$ cat config.mk
export PLATFORM = sky130hd
export DESIGN_NAME = logic_sweep_ctrl
export DESIGN_NICKNAME = d
export VERILOG_FILES = /design/src/rtl/logic_sweep_ctrl.sv
export SDC_FILE = /design/constraint.sdc
export NUM_CORES = 1
export LEC_CHECK = 0
export ABC_AREA = 1
export BUFFER_PORTS_ARGS = -buffer_cell sky130_fd_sc_hd__buf_2
export CAP_MARGIN = 40
export CORE_MARGIN = 2
export CORE_UTILIZATION = 57
export CTS_CLUSTER_DIAMETER = 120
export DETAILED_ROUTE_END_ITERATION = 10
export PLACE_DENSITY = 0.8
export SLEW_MARGIN = 25
export SYNTH_ARGS = -nofsm -noshare
export SYNTH_HDL_FRONTEND = slang
export SYNTH_SLANG_ARGS = --single-unit
$ cat constraint.sdc
create_clock -name clk -period 2.4 [get_ports clk]
set_clock_uncertainty 0.2 [all_clocks]
set_input_delay 0.48 -clock clk [delete_from_list [all_inputs] [get_ports clk]]
set_output_delay 0.48 -clock clk [all_outputs]
set_load 0.02 [all_outputs]
$ cat src/rtl/logic_sweep_ctrl.sv
// Exhaustive truth-table sweeper for a small combinational network: steps every
// input vector, samples Y after a settle interval, and compares against EXPECTED.
//
// state    | meaning
// ---------+-----------------------------------------------------------
// S_IDLE   | waiting for start; vec_out=0, busy=0
// S_SETTLE | holding vec for SETTLE_CYCLES, capturing Y on the last one
// S_DONE   | one-cycle done pulse; table_valid and pass already updated
module logic_sweep_ctrl #(
    parameter int N_IN          = 3,
    parameter int SETTLE_CYCLES = 1,
    parameter logic [(1<<N_IN)-1:0] EXPECTED = 8'h0A
) (
    input  logic                   clk,
    input  logic                   rst_n,
    input  logic                   start,
    input  logic                   abort,
    input  logic                   y_in,
    output logic [N_IN-1:0]        vec_out,
    output logic                   busy,
    output logic                   done,
    output logic [(1<<N_IN)-1:0]   table_out,
    output logic                   table_valid,
    output logic                   pass
);

    localparam int TW = 1 << N_IN;
    localparam int CW = (SETTLE_CYCLES > 1) ? $clog2(SETTLE_CYCLES) : 1;
    localparam logic [CW-1:0]   SETTLE_LOAD = CW'(SETTLE_CYCLES - 1);
    localparam logic [N_IN:0]   VEC_LAST    = (N_IN+1)'(TW - 1);

    typedef enum logic [1:0] {
        S_IDLE   = 2'd0,
        S_SETTLE = 2'd1,
        S_DONE   = 2'd2
    } state_t;

    state_t          state, state_nxt;
    logic [N_IN:0]   vec;
    logic [CW-1:0]   settle_cnt;
    logic [TW-1:0]   table_nxt;

    logic load, cnt_dec, capture, finish, cancel;

    always_ff @(posedge clk or negedge rst_n) begin
        if (!rst_n) state <= S_IDLE;
        else        state <= state_nxt;
    end

    always_comb begin
        state_nxt = state;
        load      = 1'b0;
        cnt_dec   = 1'b0;
        capture   = 1'b0;
        finish    = 1'b0;
        cancel    = 1'b0;
        busy      = 1'b0;
        done      = 1'b0;
        case (state)
            S_IDLE: begin
                if (start && !abort) begin
                    load      = 1'b1;
                    state_nxt = S_SETTLE;
                end
            end
            S_SETTLE: begin
                busy = 1'b1;
                if (abort) begin
                    cancel    = 1'b1;
                    state_nxt = S_IDLE;
                end else if (settle_cnt != '0) begin
                    cnt_dec = 1'b1;
                end else begin
                    capture = 1'b1;
                    if (vec == VEC_LAST) begin
                        finish    = 1'b1;
                        state_nxt = S_DONE;
                    end
                end
            end
            S_DONE: begin
                done      = 1'b1;
                state_nxt = S_IDLE;
            end
            default: state_nxt = S_IDLE;
        endcase
    end

    // Table including the bit being captured this edge, so pass is valid with done.
    always_comb begin
        table_nxt = table_out;
        table_nxt[vec[N_IN-1:0]] = y_in;
    end

    always_ff @(posedge clk or negedge rst_n) begin
        if (!rst_n) begin
            vec         <= '0;
            settle_cnt  <= '0;
            table_out   <= '0;
            table_valid <= 1'b0;
            pass        <= 1'b0;
        end else begin
            if (load) begin
                vec         <= '0;
                settle_cnt  <= SETTLE_LOAD;
                table_out   <= '0;
                table_valid <= 1'b0;
                pass        <= 1'b0;
            end
            if (cancel) begin
                vec        <= '0;
                settle_cnt <= '0;
            end
            if (cnt_dec) begin
                settle_cnt <= settle_cnt - 1'b1;
            end
            if (capture) begin
                table_out <= table_nxt;
                if (finish) begin
                    vec         <= '0;
                    table_valid <= 1'b1;
                    pass        <= (table_nxt == EXPECTED);
                end else begin
                    vec        <= vec + 1'b1;
                    settle_cnt <= SETTLE_LOAD;
                end
            end
        end
    end

    assign vec_out = vec[N_IN-1:0];

endmodule

==> results of run 1 <==
[cell usage after synthesis]
| master | count | area (sq um) |
|---|---|---|
| nand2_2 | 1 | 6.260 |
| o21ai_2 | 1 | 8.760 |
| a21oi_2 | 1 | 8.760 |
| nand2_4 | 2 | 22.52 |
| o22ai_1 | 5 | 31.28 |
| inv_2 | 1 | 3.750 |
| nand3_1 | 17 | 85.08 |
| nand3_4 | 1 | 17.52 |
| o21ai_1 | 1 | 5.000 |
| o31ai_1 | 1 | 7.510 |
| dfrtp_1 | 17 | 425.4 |
| buf_2 | 2 | 10.01 |
| buf_4 | 4 | 30.03 |
| xnor2_1 | 1 | 8.760 |
| nand4_1 | 4 | 25.02 |
| nand2_1 | 37 | 138.9 |
| ha_1 | 1 | 12.51 |
| nor2_1 | 11 | 41.29 |
| inv_1 | 15 | 56.30 |
| inv_8 | 1 | 11.26 |
| o21ai_0 | 2 | 10.01 |
| nor2_8 | 1 | 20.02 |
[cell usage in the layout (no fill, tap or decap), types with 2 or more instances in the layout]
cell      synthesis  layout
buf_2             2      19
clkbuf_4          0       3
dfrtp_1          17      17
inv_1            15      15
nand2_1          37      37
nand2_4           2       2
nand3_1          17      17
nand4_1           4       4
nor2_1           11      11
o21ai_0           2       2
o22ai_1           5       5
[per-stage QoR]
stage                     power (W)  util (%)  hold WS, ps  setup WS (ps)
final                     0.0007159     65.84        228.6          537.4
after global placement    0.0005531     63.60        220.1          747.2
after detailed placement  0.0005586     63.60        226.1          667.5
after floorplan           0.0005146         -       -15.59          984.8
after global routing      0.0007659     65.84        252.8          461.2
after CTS                 0.0007160     65.84        227.1          532.3
[state kept, by name (all words and copies together) (netlist names)]
name / count
pass: 1
table_out: 8
table_valid: 1
settle_cnt: 1
state: 2
vec: 4
[cell type report]
cell class	count	area [sq um]
multi-input combinational	87	449.2
sequential	17	425.4
tap	17	21.27
clock inverter	1	5.005
inverter	17	71.32
clock buffer	3	22.52
timing repair buffer	20	105.1
fill	148	570.5
[repair_timing]
action | in CTS | in global routing
setup buffers | 0 | 0
hold endpoints to repair | 17 | 0
hold buffers | 1 | 0
[routing by layer]
| metal | wire, um | vias to the layer above | part of all wire, % |
|---|---|---|---|
| met5 | 0 | - | 0 |
| met4 | 43 | 0 | 2.2 |
| met3 | 73 | 5 | 3.7 |
| met2 | 874 | 18 | 45 |
| met1 | 962 | 385 | 49 |
| li1 | - | 444 | - |
[worst max-delay path: cells and delay by family (launching register included)]
| family | cells | cell delay (ps) |
|---|---|---|
| and+or+nand+nor | 1 | 110 |
| DFF | 1 | 390 |
| buffers and inverters | 3 | 390 |
[how the worst max path moves through the flow]
stage / start / end / slack [ps] / depth (start not counted)
6_report: state[1] / busy / 540 / 4
4_1_cts: state[1] / busy / 530 / 4
5_1_grt: state[1] / busy / 460 / 4
3_3_place_gp: vec[0] / vec[3] / 750 / 6
2_1_floorplan: state[1] / busy / 980 / 3
3_5_place_dp: vec[1] / vec[3] / 670 / 6
[cell families after synthesis]
group           Yosys count  share of synthesized area [%]
simple gates             74                          36.17
buf+inv                  23                          11.29
flops                    17                          43.15
xor+xnor                  1                         0.8885
compound gates           11                          7.234
fa+ha+maj                 1                          1.269
[power groups by stage]
stage / Clock, W / Combinational, W / Sequential [W]
finish: 0.000162 / 0.000205 / 0.000349
global route: 0.000175 / 0.000236 / 0.000355
CTS: 0.000161 / 0.000207 / 0.000348
detailed placement: 0 / 0.000205 / 0.000354
global placement: 0 / 0.000202 / 0.000351
floorplan: 0 / 0.000161 / 0.000354
==> run metrics, run 1 <==
status=completed; Post-CTS Resized=0; Routed wire per std cell=12.06 um; area growth from synthesis to layout=11.55%; peak supply drop=0.4256 mV; GRT busiest layer=met2; final std cells w/o fill=162; CP peak stage delay=390 ps; Reg2Reg Capture Point=vec[3]; IO Count=20; Cell Area, Placed=0.001062 sq mm; Pleak=0.6143 nW; flop-to-flop setup slack=680 ps; Hold Path Origin=abort; Die Width=45.59 um; share of layout cells above drive strength 1=22.07%; Inst Count DP=157; cell breakdown of the critical path=inv_1 -> nand2_2 -> inv_1 -> buf_2; max-slew violations=0; clock buffer depth=2; reg-to-reg critical path startpoint=vec[1]; Design Area, Final=0.001100 sq mm; synth warn=0; Req. time, crit path=1720 ps; Syn Nets=133; # H-tree levels=1; path depth of the worst reg2reg path=6; setup tns final=0 ps; Vias/cell=5.259; Internal Power=0.0004418 W; Rel. slew slack=71.93%; Mapped Area=985.9 sq um; Clock Latency Late Sink=310 ps; die span in y=45.59 um; Clock Sink Count=17; Reg power frac=48.7%; critical path endpoint category=primary output; Initial DRC Count=24; first drt pass iteration count=4; Final Critical Period=1863 ps; clock network fraction of total power=22.7%; first-pass GRT wire length=3.318 mm; fmax=536.9 MHz; Worst Hold Depth=2; CTS buffer count=3; Core Area=0.001670 sq mm; hold violation count in the final report=0; GR Util met3=5.159%; Max-Cap Viols=0; ANT cells=0; Port Buf Inserts=19; Die Footprint=0.002078 sq mm; met2 usage=34.08%; Slowest cell on crit path=dfrtp_1; HPWL after DPL=1.446 mm; final WL=1.954 mm; switching share of power=38.28%; NetSw=0.0002740 W; worst hold path class=primary input to register; Min-Delay Endpoint=state[0]; CTS tree=yes; gpl congestion=0.8394; Gate Count Post-Synth=127; PD cells=650.9 mW/mm^2; met1 usage in global routing=31.75%; crit path launch type=register; Post-DRT Antenna Nets=0; final global-route overflow total=0; syn_area_per_cell=7.763 sq um; flop and latch count out of synthesis=17; largest net degree at the start of global routing=18; RSZ-0062 raised after global routing=no; Clk pin slew, worst setup/hold paths=90 ps; Distinct cells, synth=22; final setup violation count=0; vias in the first global route=734; Gate power share=28.6%; Root Driver=clkbuf_4; crit-path max FO=4; Seq/Total Area, Yosys=43.15%; CP dominant cell by count=inv_1; Initial Util=59.03%; number of remaining DRC errors=0; routed via count=852; Post-layout nets=152; arrival time worst endpoint=1180 ps; fin crit share=77.61%; row count=15; critical path class=register to primary output; gr usage total=23.02%; pin slew with the least headroom to its limit=421.1 ps; initial antenna violation count=0
(Power assumes the default switching activity.)
==> run 2, diff against run 1 <==
- CORE_UTILIZATION: 57 -> 53
- PLACE_DENSITY: 0.8 -> 0.75
- clock period: 2.4 -> 1.74 ns (I/O delays scaled with it)
==> run 2 against run 1 <==
  * Setup slack worse by 460 ps
  * Clock power is 36% higher
  * Worst hold slack worse by 140 ps
  * Sequential cell count stayed put
  * Die area is 6.9% higher
  * Critical path type unchanged
  * Combinational power is 57% higher
==> run metrics, run 2 (synthesis results as in run 1) <==
Rel. slew slack=74.77%; path depth of the worst reg2reg path=6; Setup Buffers After CTS=0; Initial Util=56.49%; CTS tree=yes; RSZ-0062 raised after global routing=no; hold violation count in the final report=0; Gate power share=31.8%; Inst Count DP=167; Max-Cap Viols=0; CP endpoint=busy; CP dominant cell by count=inv_2; fmax=601.0 MHz; CP peak stage delay=400 ps; Reg area=427.9 sq um; Post-DRT Antenna Nets=0; Vias/cell=5.169; max reg flops=8; FILL cells=165; first-pass GRT wire length=3.429 mm; share of layout cells above drive strength 1=25.85%; pin slew with the least headroom to its limit=378.5 ps; switching share of power=37.63%; PD cells=890.6 mW/mm^2; reg-to-reg critical path startpoint=vec[1]; Initial DRC Count=27; max-slew violations=0; Slowest cell on crit path=dfrtp_1; total power draw=0.001010 W; CTS buffer count=3; peak supply drop=0.5816 mV; Internal Power=0.0006297 W; commonest cells after routing, fill and taps aside=37 x nand2_1, 19 x buf_2, 17 x nand3_1, 15 x dfrtp_1, 13 x inv_1; final global-route overflow total=0; final setup violation count=0; number of remaining DRC errors=0; Clock Sink Count=17; Routed wire per std cell=12.34 um; Root Driver=clkbuf_4; multi-input logic area=456.7 sq um; ANT cells=0; row count=15; Core Area=0.001745 sq mm; Final Critical Period=1664 ps; final std cells w/o fill=172; final WL=2.122 mm; routed via count=889; HPWL after DPL=1.517 mm; Clk pin slew, worst setup/hold paths=100 ps; largest registers=table_out x8, vec x4, state x2; worst hold path class=primary input to register; Biggest register=table_out; Post-layout nets=154; vias in the first global route=798; crit-path max FO=4; Clock Latency Late Sink=300 ps; # H-tree levels=1; Die Width=47.13 um; gr usage total=22.64%; critical path class=register to primary output; Pleak=0.6192 nW; setup tns final=0 ps; CP Buf/Inv Count=3; Reg2Reg Capture Point=vec[3]; critical path endpoint category=primary output; IO Count=20; Req. time, crit path=1190 ps; initial antenna violation count=0; CP Depth=4; gpl congestion=0.8134; first drt pass iteration count=4; status=completed; fin crit share=95.62%; Die Footprint=0.002221 sq mm; CP startpoint=state[1]; cell breakdown of the critical path=inv_2 -> nand2_4 -> inv_2 -> buf_2; arrival time worst endpoint=1120 ps; Reg power frac=46.3%; commonest non-fill, non-tap cell in the layout=nand2_1; clock buffer depth=2; Finished Core Util=64.95%; crit path launch type=register; Port Buf Inserts=19; Hold Path Origin=abort; largest net degree at the start of global routing=18; NetSw=0.0003799 W; clock network fraction of total power=21.9%; critical path's top delay family=flip-flops; die span in y=47.13 um; area growth from synthesis to layout=14.97%; flop-to-flop setup slack=200 ps
## run 2: stage by stage
| stage | hold slack [ps] | cell area [sq um] | setup WS (ps) |
|---|---|---|---|
| 6_report | 90.30 | 1134 | 76.13 |
| 5_1_grt | 94.08 | 1134 | 21.37 |
| 4_1_cts | 75.93 | 1124 | 22.78 |
| 3_5_place_dp | 92.74 | 1087 | 132.4 |
| 3_3_place_gp | 87.90 | 1087 | 185.1 |
| 2_1_floorplan | -147.6 | 985.9 | 340.9 |
## run 2: power by group through the flow
| stage | Sequential (W) | Clock, W | Combinational (W) |
|---|---|---|---|
| finish | 0.000468 | 0.000221 | 0.000321 |
| floorplan | 0.000488 | 0 | 0.000222 |
| global route | 0.000476 | 0.000236 | 0.000356 |
| global placement | 0.000470 | 0 | 0.000311 |
| detailed placement | 0.000473 | 0 | 0.000315 |
| CTS | 0.000465 | 0.000226 | 0.000318 |
## run 2: layout make-up
cell class                      instances  area share (%)
Inverter                               17           6.291
Tap cell                               25           2.759
Timing Repair Buffer                   22           10.60
Multi-Input combinational cell         87           40.29
Sequential cell                        17           37.75
Clock buffer                            4           2.318
## run 2: metal layers
metal	wire (um)	share of wire, %	GRT usage, %
met5	0	0	0
met2	1039	49	35.89
met3	83	3.9	3.846
met1	940	44	29.23
met4	58	2.7	12.78
## run 2: worst min path at each step
stage / endpoint / cells after the start
floorplan: pass / 0
global placement: vec[2] / 1
detailed placement: vec[0] / 1
CTS: state[0] / 2
global route: state[0] / 2
finish: state[0] / 2
## run 2: repair_timing
action / CTS / global route
endpoints found under the hold margin: 17 / 0
endpoints found under the setup margin: 1 / 4
hold buffers: 1 / 0
resized for setup: 1 / 5
## run 2: worst reg2reg max path, delay by kind of cell (launching register included)
family                   cells  cell delay (ps)
AND/OR/NAND/NOR              4              520
flip-flops                   1              460
adder cells (fa/ha/maj)      1              220
AO/OA/AOI/OAI                1               50
==> run 3, diff against run 2 <==
--- a/config.mk
+++ b/config.mk
@@ -13,4 +13,5 @@
 export CTS_CLUSTER_DIAMETER = 120
 export DETAILED_ROUTE_END_ITERATION = 10
+export MAX_ROUTING_LAYER = met4
 export PLACE_DENSITY = 0.75
 export SLEW_MARGIN = 25
==> constraint.sdc (replaced) <==
create_clock -name clk -period 1.74 [get_ports clk]
set_clock_uncertainty 0.2 [all_clocks]
set_input_delay 0 -clock clk [delete_from_list [all_inputs] [get_ports clk]]
set_output_delay 0 -clock clk [all_outputs]
set_load 0.02 [all_outputs]
==> run 3 against run 2 <==
  * Sequential cell count unchanged
  * Register-to-register slack hardly changed
  * Routed wire length barely moved
  * Worst hold slack better by 220 ps
  * Sequential power barely moved
  * Sequential share of layout area down 1.5 points
  * Die area did not move
  * Critical endpoint is now vec[3]
  * Largest cell class unchanged
==> run metrics, run 3 (synthesis results as in run 1) <==
# H-tree levels=1; hold violation count in the final report=0; crit-path max FO=9; IO Count=20; GRT busiest layer=met2; flop-to-flop setup slack=190 ps; met2 usage=36.16%; Die Footprint=0.002221 sq mm; status=completed; gpl congestion=0.8254; Reg2Reg Capture Point=vec[3]; Rel. slew slack=81.13%; fin crit share=89.09%; dpl ws=132.4 ps; clock buffer depth=2; first-pass GRT wire length=3.470 mm; critical path endpoint category=register; RSZ-0062 raised after global routing=no; Clk pin slew, worst setup/hold paths=100 ps; CTS tree=yes; largest registers=table_out x8, vec x4, state x2; total power draw=0.001011 W; Die Width=47.13 um; Max-Cap Viols=0; ANT cells=0; Worst Hold Depth=2; PD cells=856.8 mW/mm^2; final setup violation count=0; GR Util met3=2.308%; Core Area=0.001745 sq mm; vias in the first global route=801; HPWL after DPL=1.517 mm; Routed wire per std cell=11.99 um; Port Buf Inserts=19; Hold Path Origin=table_valid; Post-layout nets=159; peak supply drop=0.5368 mV; routed via count=909; commonest cells after routing, fill and taps aside=37 x nand2_1, 19 x buf_2, 17 x nand3_1, 15 x inv_1, 15 x dfrtp_1; Clock Sink Count=17; max-slew violations=0; fmax=645.1 MHz; max reg flops=8; area growth from synthesis to layout=19.67%; Reg area=427.9 sq um; CP dominant cell by count=nand3_1; Inst Count DP=167; commonest non-fill, non-tap cell in the layout=nand2_1; Req. time, crit path=1740 ps; final std cells w/o fill=177; Post-DRT Antenna Nets=0; largest net degree at the start of global routing=18; Min-Delay Endpoint=table_valid; arrival time worst endpoint=1550 ps; Clock Latency Late Sink=300 ps; gr usage total=23.54%; final worst slack=189.8 ps; final WL=2.123 mm; worst hold path class=register to register; critical path class=register to register; Setup Buffers After CTS=0; Pleak=0.6424 nW; multi-input logic area=451.7 sq um; setup tns final=0 ps; reg-to-reg critical path startpoint=vec[1]; path depth of the worst reg2reg path=6; number of remaining DRC errors=0; Vias/cell=5.136; initial antenna violation count=0; crit path launch type=register; Initial Util=56.49%; Slowest cell on crit path=dfrtp_2; Initial DRC Count=24; cell breakdown of the critical path=ha_1 -> nand3_1 -> nor2_1 -> nand2_1 -> nand3_1 -> o21ai_2; die span in y=47.13 um; row count=15; CP peak stage delay=460 ps; final global-route overflow total=0; share of layout cells above drive strength 1=24.34%; Final Critical Period=1550 ps; met1 usage in global routing=30.92%; CTS buffer count=3; first drt pass iteration count=4; FILL cells=161; Root Driver=clkbuf_4; Biggest register=table_out; pin slew with the least headroom to its limit=282.1 ps
## run 3: layout make-up
cell class                 instances  share of cell area (%)
multi-input combinational         87                   38.28
sequential                        17                   36.27
timing repair buffer              27                   14.53
inverter                          17                   6.045
tap                               25                   2.651
clock buffer                       4                   2.227
## run 3: critical path: cells and delay by family (launching register included)
kind / cells / cell delay (ps)
simple gates: 4 / 530
flops: 1 / 460
fa+ha+maj: 1 / 210
compound gates: 1 / 50
## run 3: worst max-delay path by stage
stage           start  endpoint  slack [ps]  cells after the start
4_1_cts        vec[1]    vec[3]         110                      6
3_5_place_dp   vec[1]    vec[3]         130                      6
5_1_grt        vec[1]    vec[3]          60                      6
3_3_place_gp   vec[2]      pass         190                      7
2_1_floorplan  vec[1]      pass         340                      7
6_report       vec[1]    vec[3]         190                      6
## run 3: report_power, final
part / switching [W] / internal, W / total (W) / leakage [nW]
Sequential: 0.0000349 / 0.000432 / 0.000467 / 0.230
Combinational: 0.000212 / 0.000115 / 0.000327 / 0.398
Clock: 0.000128 / 0.0000894 / 0.000217 / 0.0150
## run 3: routing by layer
layer / wire (um) / up-vias
met5: 0 / -
met4: 48 / 0
met3: 116 / 5
met2: 1035 / 36
met1: 923 / 409
li1: - / 459
## run 3: through the flow
step           utilization, %  hold slack (ps)  cell area, sq um
2_1_floorplan               -           -495.6             985.9
3_3_place_gp            62.29           -260.1              1087
3_5_place_dp            62.29           -255.3              1087
4_1_cts                 66.67            266.7              1164
5_1_grt                 67.60            343.6              1180
6_report                67.60            307.9              1180
## run 3: what timing repair did
| action | 4_1_cts | 5_1_grt |
|---|---|---|
| hold buffers | 5 | 0 |
| gates resized for setup | 0 | 3 |
| endpoints found under the setup margin | 0 | 2 |
| hold endpoints to repair | 34 | 0 |
